$ cat config.mk
export PLATFORM = sky130hd
export DESIGN_NAME = exe_divider_flat
export DESIGN_NICKNAME = d
export VERILOG_FILES = /design/src/rtl/exe_divider_if.sv /design/src/rtl/exe_divider.sv /design/src/flat_wrapper.sv
export SDC_FILE = /design/constraint.sdc
export NUM_CORES = 1
export LEC_CHECK = 0
export ABC_CLOCK_PERIOD_IN_PS = 16400
export CORE_MARGIN = 3
export CORE_UTILIZATION = 55
export DETAILED_ROUTE_END_ITERATION = 8
export GPL_ROUTABILITY_DRIVEN = 0
export PLACE_DENSITY = 0.78
export SETUP_SLACK_MARGIN = 0.3
export SYNTH_ARGS = -nofsm -noshare
export SYNTH_HDL_FRONTEND = slang
export SYNTH_SLANG_ARGS = --single-unit
export TNS_END_PERCENT = 1
$ cat constraint.sdc
create_clock -name clk -period 16.4 [get_ports clk]
set_clock_uncertainty 0.1 [all_clocks]
set_input_delay 4.92 -clock clk [delete_from_list [all_inputs] [get_ports clk]]
set_output_delay 4.92 -clock clk [all_outputs]
set_load 0.1 [all_outputs]
$ cat src/rtl/exe_divider_if.sv
// Handshake bundle between the execute stage and the multi-cycle divider.
// The pipeline side drives requests/operands, the divider returns result and stall.
interface exe_divider_if;
  logic        div_start;
  logic        div_signed;
  logic [31:0] dividend;
  logic [31:0] divisor;
  logic        flush;
  logic        div_ready;
  logic [63:0] div_result;
  logic        stall_req;

  modport master (
    output div_start, div_signed, dividend, divisor, flush,
    input  div_ready, div_result, stall_req
  );

  modport slave (
    input  div_start, div_signed, dividend, divisor, flush,
    output div_ready, div_result, stall_req
  );
endinterface

$ cat src/rtl/exe_divider.sv
// Radix-2 restoring 32-bit divider for DIV/DIVU; result is {remainder, quotient}.
// Optional macro DIV_EARLY_OUT_EN: skip iteration when |divisor| > |dividend|.
module exe_divider (
  input  logic          clk,
  input  logic          rst,
  exe_divider_if.slave  bus
);

  typedef enum logic [1:0] {
    IDLE = 2'd0,
    BUSY = 2'd1,
    DONE = 2'd2
  } state_t;

  state_t      state_reg, state_next;
  logic [5:0]  count_reg, count_next;
  logic [64:0] work_reg, work_next;
  logic [31:0] divisor_reg, divisor_next;
  logic        q_neg_reg, q_neg_next;
  logic        r_neg_reg, r_neg_next;
  logic [63:0] result_reg, result_next;

  logic [31:0] dividend_mag;
  logic [31:0] divisor_mag;
  logic        early_out;
  logic [33:0] trial;
  logic [64:0] iter;
  logic [31:0] quo_fix;
  logic [31:0] rem_fix;

  // Magnitudes as unsigned 32-bit values, so |0x80000000| is representable.
  assign dividend_mag = (bus.div_signed && bus.dividend[31]) ? -bus.dividend : bus.dividend;
  assign divisor_mag  = (bus.div_signed && bus.divisor[31])  ? -bus.divisor  : bus.divisor;

`ifdef DIV_EARLY_OUT_EN
  assign early_out = (divisor_mag > dividend_mag);
`else
  assign early_out = 1'b0;
`endif

  // work_reg[64:31] is the partial remainder already shifted left by one.
  assign trial = work_reg[64:31] - {2'b00, divisor_reg};
  assign iter  = trial[33] ? {work_reg[63:0], 1'b0}
                           : {trial[32:0], work_reg[30:0], 1'b1};

  assign quo_fix = q_neg_reg ? -iter[31:0]  : iter[31:0];
  assign rem_fix = r_neg_reg ? -iter[63:32] : iter[63:32];

  always_comb begin
    state_next   = state_reg;
    count_next   = count_reg;
    work_next    = work_reg;
    divisor_next = divisor_reg;
    q_neg_next   = q_neg_reg;
    r_neg_next   = r_neg_reg;
    result_next  = result_reg;

    if (bus.flush) begin
      state_next = IDLE;
    end else begin
      case (state_reg)
        IDLE: begin
          if (bus.div_start) begin
            if (bus.divisor == 32'h0) begin
              state_next  = DONE;
              result_next = 64'h0;
            end else if (early_out) begin
              state_next  = DONE;
              result_next = {bus.dividend, 32'h0};
            end else begin
              state_next   = BUSY;
              count_next   = 6'd0;
              work_next    = {33'h0, dividend_mag};
              divisor_next = divisor_mag;
              q_neg_next   = bus.div_signed & (bus.dividend[31] ^ bus.divisor[31]);
              r_neg_next   = bus.div_signed & bus.dividend[31];
            end
          end
        end
        BUSY: begin
          work_next  = iter;
          count_next = count_reg + 6'd1;
          if (count_reg == 6'd31) begin
            state_next  = DONE;
            result_next = {rem_fix, quo_fix};
          end
        end
        DONE: begin
          state_next = IDLE;
        end
        default: begin
          state_next = IDLE;
        end
      endcase
    end
  end

  always_ff @(posedge clk or posedge rst) begin
    if (rst) begin
      state_reg   <= IDLE;
      count_reg   <= 6'd0;
      work_reg    <= 65'h0;
      divisor_reg <= 32'h0;
      q_neg_reg   <= 1'b0;
      r_neg_reg   <= 1'b0;
      result_reg  <= 64'h0;
    end else begin
      state_reg   <= state_next;
      count_reg   <= count_next;
      work_reg    <= work_next;
      divisor_reg <= divisor_next;
      q_neg_reg   <= q_neg_next;
      r_neg_reg   <= r_neg_next;
      result_reg  <= result_next;
    end
  end

  assign bus.div_ready  = (state_reg == DONE);
  assign bus.div_result = result_reg;
  assign bus.stall_req  = bus.div_start & ~bus.div_ready;

endmodule

$ cat src/flat_wrapper.sv
// flat-port wrapper written by rule: the top's interface ports become plain ports
module exe_divider_flat 
  (clk, rst, bus_div_start, bus_div_signed, bus_dividend, bus_divisor, bus_flush, bus_div_ready, bus_div_result, bus_stall_req);
  exe_divider_if bus_i ();
  input  logic clk;
  input  logic rst;
  input wire logic [$bits(bus_i.div_start)-1:0] bus_div_start;
  input wire logic [$bits(bus_i.div_signed)-1:0] bus_div_signed;
  input wire logic [$bits(bus_i.dividend)-1:0] bus_dividend;
  input wire logic [$bits(bus_i.divisor)-1:0] bus_divisor;
  input wire logic [$bits(bus_i.flush)-1:0] bus_flush;
  output wire logic [$bits(bus_i.div_ready)-1:0] bus_div_ready;
  output wire logic [$bits(bus_i.div_result)-1:0] bus_div_result;
  output wire logic [$bits(bus_i.stall_req)-1:0] bus_stall_req;
  assign bus_i.div_start = bus_div_start;
  assign bus_i.div_signed = bus_div_signed;
  assign bus_i.dividend = bus_dividend;
  assign bus_i.divisor = bus_divisor;
  assign bus_i.flush = bus_flush;
  assign bus_div_ready = bus_i.div_ready;
  assign bus_div_result = bus_i.div_result;
  assign bus_stall_req = bus_i.stall_req;
  exe_divider u_core (.clk(clk), .rst(rst), .bus(bus_i));
endmodule
Word-level counts from Yosys, hierarchy flattened
Cells that the tools add are included.
Word-level totals
  register bits: 171
  bits of input ports: 69
  logic and storage cells: 58
Operators by class
  add/subtract/negate cells: 6
  eq/ne operators: 9
  mux-type cells: 20
  bitwise gates (word level): 7
  reduce and logical (&&, ||, !) cells: 9
Operators with widths (number)
  $mux W65: 3
  $mux W64: 3
  $pmux W65 S2: 1
  $mux W32: 4
  $neg A32 Y32: 4
  $pmux W64 S2: 1
  $sub A34 B32 Y34: 1
  $logic_not A32 Y1: 1
  $mux W6: 2
  $pmux W6 S2: 1
  $mux W2: 4
  $reduce_and A4 Y1: 2
  $add A6 B1 Y6 const B: 1
  $eq A6 B5 Y1 const B: 1
  $reduce_and A5 Y1: 1
  $ne A2 B1 Y1 const B: 2
  $ne A2 B2 Y1 const B: 2
  $pmux W2 S2: 1
  $and A1 B1 Y1: 3
  $ne A3 B2 Y1 const B: 1
  $ne A3 B3 Y1 const B: 1
  $not A1 Y1: 3
  $eq A2 B1 Y1 const B: 1
  $eq A2 B2 Y1 const B: 1
  5 further kinds: 6

Logic depth before layout (Yosys ltp)
Gate-level depths: netlist of the first run.
  depth after elaboration: 6
  depth in mapped cells: 20

Worst setup path before layout of the first run
Ideal clock, no wire load.
  path type: input to output
  start point: input port bus_div_start
  end point: output port bus_stall_req
  arrival time: 6.254 ns
  required time: 11.380 ns
  path slack: 5.126 ns
  stages on the path: 1
  path buffers: 0
  cells stage by stage: nor2b_1
Between the ends
  longest elaborated chain between the ends: 1
RTL lines
  from (decl): line flat_wrapper.sv:7  | input wire logic [$bits(bus_i.div_start)-1:0] bus_div_start;
  $and A1 B1 Y1: line exe_divider.sv:120  | assign bus.stall_req = bus.div_start & ~bus.div_ready;
  to (decl): line flat_wrapper.sv:14  | output wire logic [$bits(bus_i.stall_req)-1:0] bus_stall_req;
Every way passes these cells.

Worst setup path in the final report of the first run
Ends and elaborated chain as after synthesis.

==> run metrics, run 1 <==
Crit Path Class=in -> out; Most Frequent Cell on Critical Path=clkdlybuf4s50_1; FF-to-FF setup slack=10,800 ps; synthesized area per cell=8.07 µm²; Die Area=0.0238 mm²; final hold vios=0; Area contributors post-synth=dfrtp_1 (35%), o21ai_0 (6.8%), nand2_1 (6.7%); vias in the first global route=10.7k; Worst EP required=11,380 ps; area leader, netlist=dfrtp_1; RR Startpoint=u_core.work_reg[43]$_DFFE_PP0P_; slowest CP cell=clkdlybuf4s50_1; Area growth syn-to-layout=17.1%; post-synth top area share=35.4%; syn nets=1,606; Die Span X=154 µm; Iteration-0 DRC Markers=1,288; core footprint=0.0213 mm²; GR met2 Demand/Resource=43.1%; status=finished clean; Peak Freq=85.3 MHz; Seq cells post-synth=171; Tot GR Track Use=28.5%; Tcrit/Tclk final=71.5%; Final Critical Period=11,720 ps; fraction of registers with async set or reset after synthesis=100%; Worst-Margin Slew=1110 ps; final-report setup violation count=0; drc violations=0; Arr. time, crit path=6700 ps; first-pass GRT wire length=55,700 µm; register area share after synthesis=35.4%; WHS Path Cells=2; EDFF count, synth=0; Pleak=6.03 nW; crit start category=input pin; max-cap violation count=0; DRT antenna net count=0; top_reg_cell synth=dfrtp_1; Ant. Diodes=0; Clock Root Buffer=clkbuf_16; via count=11.5k; Unique masters post-synth=87; routing usage on met1=43.0%; nets@finish=1,690; worst r2r path cells=14; largest net degree at the start of global routing=102; critical path endpoint category=output pin; Post-Synthesis Cells=1,499; post-DR vias/cell=6.14; CTS buffer count=17; Worst R2R End=u_core.bus.div_result[58]$_DFFE_PP0P_; Mapped Area=0.0121 mm²; met3 Use GR=4.25%; number of clock sinks=171; CP max FO=4; die height=154 µm; worst vdd ir=0.0000670 V; Rows=53; H-Tree Depth=4; class of the worst hold path=reg -> reg; Post-DP HPWL=25,100 µm; clk slew on worst S/H paths=70 ps; number of flip-flops under the largest register name=65; grt total ovfl=0; Hold Crit Start=u_core.bus.div_result[35]$_DFFE_PP0P_; crit-path cells=clkdlybuf4s50_1 > nor2b_1 > clkdlybuf4s50_1; CP peak stage delay=1140 ps; Most Crowded Layer GR=met2; worst skew pair latency=440 ps; antenna violations before repair=0; setup TNS=0 ps; layout cell share with drive strength beyond 1=4.76%; Pwr Total=0.00128 W; Starting Density=56.8%; synth warn=0; cts hold-fix bufs=0; PortBufs=134; final slew viol count=0; clk buf depth=2; CTS tree=done; power density cells=90.0 mW/mm²; Total Wirelength=33,900 µm; CTS resizes=0; postcts setup bufs=0; I/O Pins=135; RSZ-0062 raised after global routing=false; relative slew slack=26.1%; wire length per cell=18.1 µm; drt pass-1 iters=6; Hold EP=u_core.bus.div_result[35]$_DFFE_PP0P_
==> where the power goes <==
group	leakage (nW)	internal, W	switching [W]	total [W]
clock	0.297	0.000223	0.000196	0.000419
sequential	2.22	0.000457	0.0000483	0.000505
combinational	3.51	0.000135	0.000216	0.000351
==> how the worst max path moves through the flow <==
| stage | endpoint | from | cells after the start |
|---|---|---|---|
| 2_1_floorplan | bus_stall_req | bus_div_start | 1 |
| 3_3_place_gp | bus_stall_req | bus_div_start | 3 |
| 3_5_place_dp | bus_stall_req | bus_div_start | 3 |
| 4_1_cts | bus_stall_req | bus_div_start | 3 |
| 5_1_grt | bus_stall_req | bus_div_start | 3 |
| 6_report | bus_stall_req | bus_div_start | 3 |
==> per-layer routing <==
layer	vias to the layer above	wire length [µm]
met4	0	674
li1	5484	-
met5	-	0
met2	505	14900
met3	61	2930
met1	5434	15400
==> worst max-delay path: cells and delay by family <==
family | cells | cell delay [ps]
buf+inv | 2 | 1640
simple gates | 1 | 140
==> cells in the mapped netlist (13+ instances only) <==
cell and n:
or3_1 14, a21oi_1 128, inv_1 60, a21o_1 18
o31ai_1 40, clkbuf_1 55, nand2_1 217, ha_1 37
nor4_1 13, nor2_1 123, nand3_1 14, mux2i_1 30
xnor2_1 63, xor2_1 73, o21ai_0 164, buf_2 14
o21ai_1 20, dfrtp_1 171, nor3_1 43, o41ai_1 14
==> through the flow <==
stage	setup slack, ps	cells	area [µm²]	util, %	hold slack, ps
after floorplan	5130	1499	12100	-	356
after global placement	4670	1839	13600	63.7	361
after detailed placement	4670	1839	13600	63.7	370
after CTS	4660	1871	14200	66.6	386
after global routing	4610	1871	14200	66.6	409
final	4680	1871	14200	66.6	378
==> logic make-up (layout without fill, tap and decap cells) <==
family | after synthesis | count (layout) | synth area share [%]
DFF | 171 | 171 | 35.4
xor gates and xnor gates | 136 | 136 | 9.84
muxes | 34 | 34 | 2.85
and+or+nand+nor | 511 | 511 | 19.6
AOI/OAI and AO/OA | 472 | 472 | 23.9
buffers and inverters | 137 | 234 | 4.52
adders and majority gates | 38 | 38 | 3.99
==> cell type report <==
cell class                 instances  area, µm²
multi-input combinational       1191       7300
fill                            1769       7120
sequential                       171       4280
timing repair buffer             141       1390
clock buffer                      18        439
tap                              275        344
inverter                          61        234
clock inverter                    14        173
==> layout by cell type, fill, tap and decap left out, drive strengths merged, types with 5 or more instances in the layout <==
| cell | instances |
|---|---|
| inv | 69 |
| nor4 | 13 |
| o211ai | 9 |
| buf | 7 |
| and2 | 14 |
| or4 | 11 |
| or3 | 15 |
| nor3 | 44 |
| a21oi | 131 |
| a21boi | 5 |
| o31ai | 41 |
| dfrtp | 171 |
| o41ai | 15 |
| a211oi | 8 |
| a22o | 8 |
| nand2b | 9 |
| nand4 | 9 |
| a21o | 19 |
| o21a | 10 |
| xnor2 | 63 |
| nand2 | 217 |
| and3 | 11 |
| ha | 37 |
| nor2 | 124 |
| nand3 | 14 |
| clkbuf | 18 |
| o21ai | 185 |
| mux2i | 30 |
| xor2 | 73 |
| clkdlybuf4s50 | 134 |
| a31oi | 7 |
| nor2b | 8 |
(Power assumes the default switching activity.)
==> inputs of run 2 (changes only) <==
--- a/config.mk
+++ b/config.mk
@@ -5,9 +5,9 @@
 export SDC_FILE = /design/constraint.sdc
 export NUM_CORES = 1
 export LEC_CHECK = 0
-export ABC_CLOCK_PERIOD_IN_PS = 16400
+export ABC_CLOCK_PERIOD_IN_PS = 10300
 export CORE_MARGIN = 3
-export CORE_UTILIZATION = 55
+export CORE_UTILIZATION = 52
 export DETAILED_ROUTE_END_ITERATION = 8
 export GPL_ROUTABILITY_DRIVEN = 0
 export PLACE_DENSITY = 0.78
==> constraint.sdc (replaced) <==
create_clock -name clk -period 10.3 [get_ports clk]
set_clock_uncertainty 0.1 [all_clocks]
set_input_delay 3.09 -clock clk [delete_from_list [all_inputs] [get_ports clk]]
set_output_delay 3.09 -clock clk [all_outputs]
set_load 0.1 [all_outputs]
==> run 2 against run 1 <==
First-iteration DRC count shrank 7.5%; critical path depth did not move; worst setup slack worse by 2400 ps; non-clock buffer count grew 1; largest cell class unchanged.
==> run metrics, run 2 (synthesized netlist as in run 1, its figures left out) <==
status=finished clean (unchanged); DRT antenna net count=0 (unchanged); RSZ-0062 raised after global routing=false (unchanged); Total Wirelength=33,900 µm (about the same); commonest non-fill, non-tap cell in the layout=nand2_1 (unchanged); largest net degree at the start of global routing=99 (was 102); cts hold-fix bufs=0 (unchanged); Final Critical Period=8070 ps; hold slack final=382 ps (was 378 ps); Ant. Diodes=0 (unchanged); post-DR vias/cell=5.96 (was 6.14); Starting Density=53.1% (was 56.8%); Area growth syn-to-layout=17.4% (was 17.1%); Die Area=0.0251 mm² (was 0.0238 mm²); WHS Path Cells=2 (unchanged); wire length per cell=17.7 µm (was 18.1 µm); max-cap violation count=0 (unchanged); first-pass GRT wire length=54,900 µm (was 55,700 µm); Cell Count, Final, Fillers Out=1,910 (was 1,871); CTS resizes=0 (unchanged); Hold Crit Start=u_core.bus.div_result[47]$_DFFE_PP0P_ (was u_core.bus.div_result[35]$_DFFE_PP0P_); Tot GR Track Use=27.3% (was 28.5%); Crit Path Class=in -> out (unchanged); Die Span X=159 µm (was 154 µm); setup TNS=0 ps (unchanged); worst setup path start=bus_div_start (unchanged); number of flip-flops under the largest register name=65 (unchanged); class of the worst hold path=reg -> reg (unchanged); final hold vios=0 (unchanged); Peak Freq=124 MHz; vias in the first global route=10.5k (was 10.7k); placed insts=1,878 (was 1,839); Filler cells=1,939 (was 1,769); Hold EP=u_core.bus.div_result[47]$_DFFE_PP0P_ (was u_core.bus.div_result[35]$_DFFE_PP0P_); antenna violations before repair=0 (unchanged); worst skew pair latency=440 ps (about the same); Worst EP required=7110 ps (was 11,380 ps); most frequent cells in the layout=nand2_1 (216), dfrtp_1 (171), o21ai_0 (164) (was nand2_1 (215), dfrtp_1 (171), o21ai_0 (164)); final-report setup violation count=0 (unchanged); Worst R2R End=u_core.bus.div_result[56]$_DFFE_PP0P_ (was u_core.bus.div_result[58]$_DFFE_PP0P_); grt total ovfl=0 (unchanged); layout cell share with drive strength beyond 1=4.70% (was 4.76%); RR Startpoint=u_core.work_reg[43]$_DFFE_PP0P_ (unchanged); H-Tree Depth=4 (unchanged); FF-to-FF setup slack=4850 ps (was 10,800 ps); Tcrit/Tclk final=78.4%; CP max FO=4 (unchanged); final slew viol count=0 (unchanged); drc violations=0 (unchanged); CTS buffer count=17 (unchanged); Post-DP HPWL=25,100 µm (about the same); Arr. time, crit path=4880 ps (was 6700 ps); clk slew on worst S/H paths=70 ps (about the same); Pleak=6.03 nW (about the same); I/O Pins=135 (unchanged); clk buf depth=2 (unchanged); core footprint=0.0228 mm² (was 0.0213 mm²); die height=159 µm (was 154 µm); postcts setup bufs=0 (unchanged); Clock Root Buffer=clkbuf_16 (unchanged); relative slew slack=28.0% (was 26.1%); via count=11.4k (was 11.5k); CTS tree=done (unchanged); number of clock sinks=171 (unchanged); power density cells=142 mW/mm² (was 90.0 mW/mm²); Rows=55 (was 53); PortBufs=134 (unchanged); Iteration-0 DRC Markers=1,192 (was 1,288); worst vdd ir=0.0000872 V (was 0.0000670 V); Worst-Margin Slew=1080 ps (was 1110 ps); nets@finish=1,691 (was 1,690); crit start category=input pin (unchanged); drt pass-1 iters=5 (was 6); worst r2r path cells=14 (unchanged); critical path endpoint category=output pin (unchanged)
==> run 2: metrics by stage <==
stage                     total power (W)  setup WS (ps)  area (µm²)  utilization, %
after global routing              0.00213           2170       14200            62.4
after floorplan                   0.00119           2480       12100               -
after detailed placement          0.00135           2250       13600            59.7
after CTS                         0.00201           2220       14200            62.4
final                             0.00202           2230       14200            62.4
after global placement            0.00134           2220       13600            59.7
==> run 2: how the worst max path moves through the flow <==
stage	endpoint	depth (start not counted)
finish	bus_stall_req	3
detailed placement	bus_stall_req	3
CTS	bus_stall_req	3
floorplan	u_core.bus.div_result[0]$_DFFE_PP0P_	1
global route	bus_stall_req	3
global placement	bus_stall_req	3
==> run 2: cell type report <==
class | count | area, µm² | area share, %
Timing Repair Buffer | 142 | 1400 | 9.86
Tap cell | 313 | 392 | 2.76
Multi-Input combinational cell | 1191 | 7300 | 51.4
Clock inverter | 14 | 174 | 1.22
Sequential cell | 171 | 4280 | 30.1
Inverter | 61 | 234 | 1.65
Clock buffer | 18 | 429 | 3.02
==> run 2: critical path: stages <==
cell             delay, ps
clkdlybuf4s50_1        510
nor2b_1                140
clkdlybuf4s50_1       1140
==> run 2: routing by layer <==
metal  vias up  share of wire (%)  global-route usage, %
met5         -                  0                      0
met4         0                2.5                   8.52
met3        59                7.8                   4.89
met2       454                 44                   41.1
met1      5398                 46                   40.0
li1       5476                  -                      -
==> run 2: report_power, final <==
part | internal, W | total, W | switching [W]
Sequential | 0.000728 | 0.000797 | 0.0000695
Clock | 0.000350 | 0.000664 | 0.000315
Combinational | 0.000215 | 0.000560 | 0.000345
Total | 0.00129 | 0.00202 | 0.000729
